$ cat config.mk
export PLATFORM = sky130hd
export DESIGN_NAME = grf_bypass_sb
export DESIGN_NICKNAME = d
export VERILOG_FILES = /design/src/rtl/grf_bypass_sb.sv
export SDC_FILE = /design/constraint.sdc
export NUM_CORES = 2
export LEC_CHECK = 0
export CAP_MARGIN = 20
export CORE_ASPECT_RATIO = 1.75
export CORE_MARGIN = 1.5
export CORE_UTILIZATION = 55
export CTS_CLUSTER_DIAMETER = 200
export CTS_CLUSTER_SIZE = 28
export DETAILED_ROUTE_END_ITERATION = 8
export PLACE_DENSITY = 0.68
export SLEW_MARGIN = 20
export SYNTH_ARGS = -nofsm -noshare
export SYNTH_HDL_FRONTEND = slang
export SYNTH_SLANG_ARGS = --single-unit
$ cat constraint.sdc
create_clock -name Clk -period 3.8 [get_ports Clk]
set_input_delay 0.76 -clock Clk [delete_from_list [all_inputs] [get_ports Clk]]
set_output_delay 0.76 -clock Clk [all_outputs]
set_load 0.02 [all_outputs]
$ cat src/rtl/grf_bypass_sb.sv
// General register file with two combinational read ports, two synchronous
// write ports (port 1 wins on address collision), optional write-to-read
// bypass and a per-register busy scoreboard for long-latency producers.
module grf_bypass_sb #(
  parameter int DATA_W   = 32,
  parameter int ADDR_W   = 5,
  parameter int ZERO_REG = 1,
  parameter int BYPASS   = 1
) (
  input  logic              Clk,
  input  logic              Clr_n,
  input  logic [ADDR_W-1:0] A1,
  input  logic [ADDR_W-1:0] A2,
  output logic [DATA_W-1:0] RD1,
  output logic [DATA_W-1:0] RD2,
  output logic              Busy1,
  output logic              Busy2,
  input  logic              WE0,
  input  logic [ADDR_W-1:0] A3_0,
  input  logic [DATA_W-1:0] WD0,
  input  logic              WE1,
  input  logic [ADDR_W-1:0] A3_1,
  input  logic [DATA_W-1:0] WD1,
  input  logic              RsvE,
  input  logic [ADDR_W-1:0] RsvA
);

  localparam int DEPTH = 2 ** ADDR_W;

  logic [DATA_W-1:0] regs_q [DEPTH];
  logic [DATA_W-1:0] regs_d [DEPTH];
  logic [DEPTH-1:0]  busy_q;
  logic [DEPTH-1:0]  busy_d;

  logic we0_ok;
  logic we1_ok;
  logic rsv_ok;

  // Register 0 is hard-wired when ZERO_REG is set: it is never written or reserved.
  function automatic logic is_zero(input logic [ADDR_W-1:0] a);
    return (ZERO_REG != 0) && (a == '0);
  endfunction

  // Qualify write and reservation requests against the hard-wired zero register.
  always_comb begin
    we0_ok = WE0 && !is_zero(A3_0);
    we1_ok = WE1 && !is_zero(A3_1);
    rsv_ok = RsvE && !is_zero(RsvA);
  end

  // Next state: port 0 first, then port 1 overrides, then a reservation sets
  // busy last because it belongs to a newer producer than the retiring write.
  always_comb begin
    regs_d = regs_q;
    busy_d = busy_q;
    if (we0_ok) begin
      regs_d[A3_0] = WD0;
      busy_d[A3_0] = 1'b0;
    end
    if (we1_ok) begin
      regs_d[A3_1] = WD1;
      busy_d[A3_1] = 1'b0;
    end
    if (rsv_ok) begin
      busy_d[RsvA] = 1'b1;
    end
  end

  // State registers; reset clears every entry and every busy bit and
  // discards anything presented while Clr_n is low.
  always_ff @(posedge Clk or negedge Clr_n) begin
    if (!Clr_n) begin
      for (int i = 0; i < DEPTH; i++) begin
        regs_q[i] <= '0;
      end
      busy_q <= '0;
    end else begin
      regs_q <= regs_d;
      busy_q <= busy_d;
    end
  end

  // Read data: zero register first, then same-cycle writes (port 1 before
  // port 0) when bypassing, otherwise the stored value.
  function automatic logic [DATA_W-1:0] rd_data(input logic [ADDR_W-1:0] a);
    logic [DATA_W-1:0] d;
    d = regs_q[a];
    if (is_zero(a)) begin
      d = '0;
    end else if ((BYPASS != 0) && WE1 && (A3_1 == a)) begin
      d = WD1;
    end else if ((BYPASS != 0) && WE0 && (A3_0 == a)) begin
      d = WD0;
    end
    return d;
  endfunction

  // Busy view: a same-cycle write to the register hides its busy bit when
  // bypassing so that Busy and RD never disagree.
  function automatic logic rd_busy(input logic [ADDR_W-1:0] a);
    logic b;
    b = busy_q[a];
    if (is_zero(a)) begin
      b = 1'b0;
    end else if ((BYPASS != 0) && ((WE1 && (A3_1 == a)) || (WE0 && (A3_0 == a)))) begin
      b = 1'b0;
    end
    return b;
  endfunction

  // Combinational read ports.
  always_comb begin
    RD1   = rd_data(A1);
    RD2   = rd_data(A2);
    Busy1 = rd_busy(A1);
    Busy2 = rd_busy(A2);
  end

endmodule

==> flow_results.org <==
** Layout
- Fraction of layout instances using a drive strength above 1 :: 0.227
- Filler cells :: 9,678
- Leaving out filler cells and counting taps, the final layout contains 8,222.
- Area of the multi-input gates :: 37,700 um2
- Area Overhead vs Synth :: 14.6%
- Finished Core Util :: 0.635
- Final net count :: 6,678
- The sequential cells in the finished layout cover a total of around 26,000 um2.

** Synthesis
- Average size of a mapped cell :: about 10 um2
- Share of flip-flops with an asynchronous set or reset :: 1.00
- The synthesized design spends more area on one cell type than any other, namely dfrtp_1.
- Ranked by total cell area, the synthesized netlist is headed by dfrtp_1 (39%), mux2i_1 (17%), mux4_2 (14%).
- The synthesized design contains about 1,100 register bits.
- Total nets after synthesis :: roughly 6,600
- Number of different library cells in the post-synthesis netlist :: 61
- Counting every instance in the synthesized netlist gives 6,514.
- Most frequently used flop master after synthesis :: dfrtp_1
- Syn Std Cell Area :: about 67,000 um2
- Most frequent cells after synthesis :: mux2i_1 (1,133), dfrtp_1 (1,056), nor2_1 (659), a21oi_1 (577), clkbuf_1 (573)
- Warning count from the yosys run :: 0
- The share of synthesized area in the top cell type comes to 0.395.
- Fraction of the yosys area taken by sequential cells :: 0.395
- By instance count, the leading cell after synthesis is mux2i_1.
- Count of flip-flops with a built-in enable after synthesis :: 0

** Clock network
- Clock Pin Slew Worst Setup and Hold Paths :: about 0.13 ns
- TritonCTS built the clock tree.
- Number of sinks driven by the clock tree :: 1,056
- Insertion delay to the later sink of the worst-skew pair :: 0.68 ns
- H-Tree Depth :: 2
- The tree is rooted in a clkbuf_16.
- Total clock buffers created by CTS :: 43
- In this run the deepest clock path goes through 3 buffers.

** Place
- Worst slack after detailed placement :: -0.825 ns
- Placed wire-length estimate :: 197,000 um
- Number of I/O port buffers :: ~160
- Cell total after placement :: 8,091
- Final weighted congestion in routability-driven placement :: 1.02

** STA
- Period Utilization, post-route :: 1.01
- Minimum clock period :: 3.84 ns
- Slew Viols, Final :: 0
- Final number of hold-violating endpoints :: 0
- Max Clock Freq :: 0.261 GHz
- In the post-route analysis, the smallest setup slack over all paths is -0.0370 ns.
- Setup repair after global routing could not meet its margin everywhere.
- Largest clock skew in the final design :: 0 ns
- Final number of setup-violating endpoints :: 4
- For the pin with the worst max-slew slack, the measured transition is 0.986 ns.
- In this run the tightest slew margin relative to its limit is 0.338.
- For the final routed database, the setup TNS stands at -0.0511 ns.

** Floorplanning
- Chip Width :: 267 um
- For this configuration, the core starts out at a cell density of 0.554.
- The initialized floorplan defines 169 standard-cell rows.
- During I/O placement, the number of pins put on the boundary was 160.
- The core region is roughly 120,000 um2.
- Die H :: 465 um
- The die covers ~120,000 um2.

** Routing
- After the first detailed-routing iteration, the DRC count stood at 8,322.
- Vias post-DR :: 60,300
- In this run the remaining antenna-violating nets after routing total 0.
- After detailed routing, the total wire length is approximately 300,000 um.
- Number of remaining DRC errors :: 2
- Routed WL per cell :: 36.1 um
- DR vias/cell :: 7.33
- The first TritonRoute pass finished after 9 iterations.

** Critical path
- STA classifies the critical path startpoint as an input port.
- The cell family contributing the most delay on the critical path is buffers and inverters.
- Crit path arrival time :: 3.08 ns
- Beginning of the worst register-to-register path :: regs_q[977]
- Highest cell delay on the worst timing path :: approximately 0.50 ns
- The number of buffers and inverters on the critical path is 6.
- At the worst endpoint, the required time is between 3 and 4 ns.
- CP max stage cell :: o32ai_4
- Along the worst path, the maximum fanout reaches 7.
- Traced cell by cell, the critical path runs through buf_2 > or3b_4 > buf_16 > buf_4 > o221ai_4 > a221oi_4 > buf_4 > o32ai_4 > buf_4 > buf_12.
- Among the stages of the critical path, the cell type that occurs most often is buf_4.
- STA classifies the critical path endpoint as a primary output.
- Worst setup startpoint :: A2[4]
- The setup check on the worst reg-to-reg path leaves a slack of 2.90 ns.
- The critical path is of the input port to primary output type.

** Status
- The final reports fail on design-rule violations, negative setup slack.
- Outcome :: finished with violations

** Run
- Max-cap violations in this run came to 0.

** Power
- IR analysis of the VDD net gives a maximum drop of between 400 and 500 uV.
- Power spread over the standard cell area amounts to around 440 nW/um2.
- Summed over all cells, the static leakage comes to 0.0335 uW.

** Global route
- Wire length of the first global-routing pass :: between 400,000 and 500,000 um
- For this run the aggregate overflow at the end of global routing stands at 0.
- Total global routing track utilization :: 0.475
- The via count of the first global-routing pass came to around 60,000.
- Entering global routing, the biggest net connects approximately 120 pins.
- The number of antenna violations at the first check in global routing came to 16.

** Min path
- Hold_sp :: regs_q[1017]
- In this run the worst hold path is classified as register to register.
[cell usage in the layout (no fill, tap or decap), types with 14 or more instances in the layout]
master,n
nor2_4,33
a31oi_1,20
mux2_2,63
o22ai_1,60
a22oi_1,28
a21oi_1,570
dfrtp_1,1056
dlygate4sd2_1,14
mux2i_1,1131
buf_6,19
o21ai_1,20
o32ai_1,38
a211oi_1,24
nor2_1,609
nor3_1,37
a22o_1,92
a211o_1,62
inv_1,44
buf_12,145
o221ai_1,60
a32oi_1,114
mux4_2,405
nand2_4,18
clkbuf_16,51
buf_4,584
clkbuf_2,21
nor2_2,23
o32ai_2,17
nand2_1,491
clkdlybuf4s50_1,72
o21ai_0,440
a32o_1,17
[metal layers]
layer	routed length, um	up-vias	GRT usage
met1	94700	29500	0.538
met5	80	-	0
met4	35200	10	0.445
met2	129000	5029	0.694
li1	-	24000	-
met3	38200	1773	0.169
[report_power, final]
group | internal [uW] | leakage [uW] | switching (uW)
Clock | 2150 | 0.000559 | 3840
Combinational | 5740 | 0.0200 | 5420
Sequential | 14100 | 0.0129 | 2480
Total | 22000 | 0.0335 | 11700
[worst paths after layout]
check                                     to  cells past startpoint
max in group asynchronous        regs_q[670]                      3
worst min-delay path            regs_q[1017]                      0
worst max register to register   regs_q[977]                      2
worst max-delay path                 RD2[17]                     10
worst min register to register  regs_q[1017]                      0
min in group asynchronous        regs_q[745]                      2
[cell families after synthesis]
logic type	Yosys count	share of synthesized area
AO/OA/AOI/OAI	1611	0.149
multiplexers	1602	0.316
AND/OR/NAND/NOR	1306	0.0785
flip-flops	1056	0.395
buffers and inverters	919	0.0596
XOR/XNOR	20	0.00262
[registers in the layout, summed over array words and instances (netlist names)]
register	flops
busy_q	32
regs_q	1024
[final cells by class]
cell class                 instances  share of cell area
sequential                      1056               0.344
clock buffer                      45              0.0147
inverter                          44             0.00215
tap                             1624              0.0265
antenna                           13            0.000424
timing repair buffer             900               0.121
clock inverter                     1            0.000114
multi-input combinational       4539               0.491
[stage by stage]
stage          instance area (um2)  total power (uW)  hold WS (ns)
2_1_floorplan                67000             23000         0.438
3_3_place_gp                 74000             26700         0.375
3_5_place_dp                 74000             27200         0.381
4_1_cts                      76100             33100         0.409
5_1_grt                      76800             34900         0.424
6_report                     76800             33700         0.412
[worst register-to-register path, stage by stage (launching register included)]
cell and delay [ns]:
dfrtp_1 0.45, a211oi_1 0.28, a21oi_1 0.07
[timing repair]
item                                    in CTS  in global routing
hold buffers                                 1                  0
cloned                                       6                  6
endpoints found under the hold margin        1                  0
resized for setup                          164                147
buffers inserted                            37                 29
endpoints found under the setup margin      66                 62
pin swaps                                   12                 18
(Power assumes the default switching activity.)
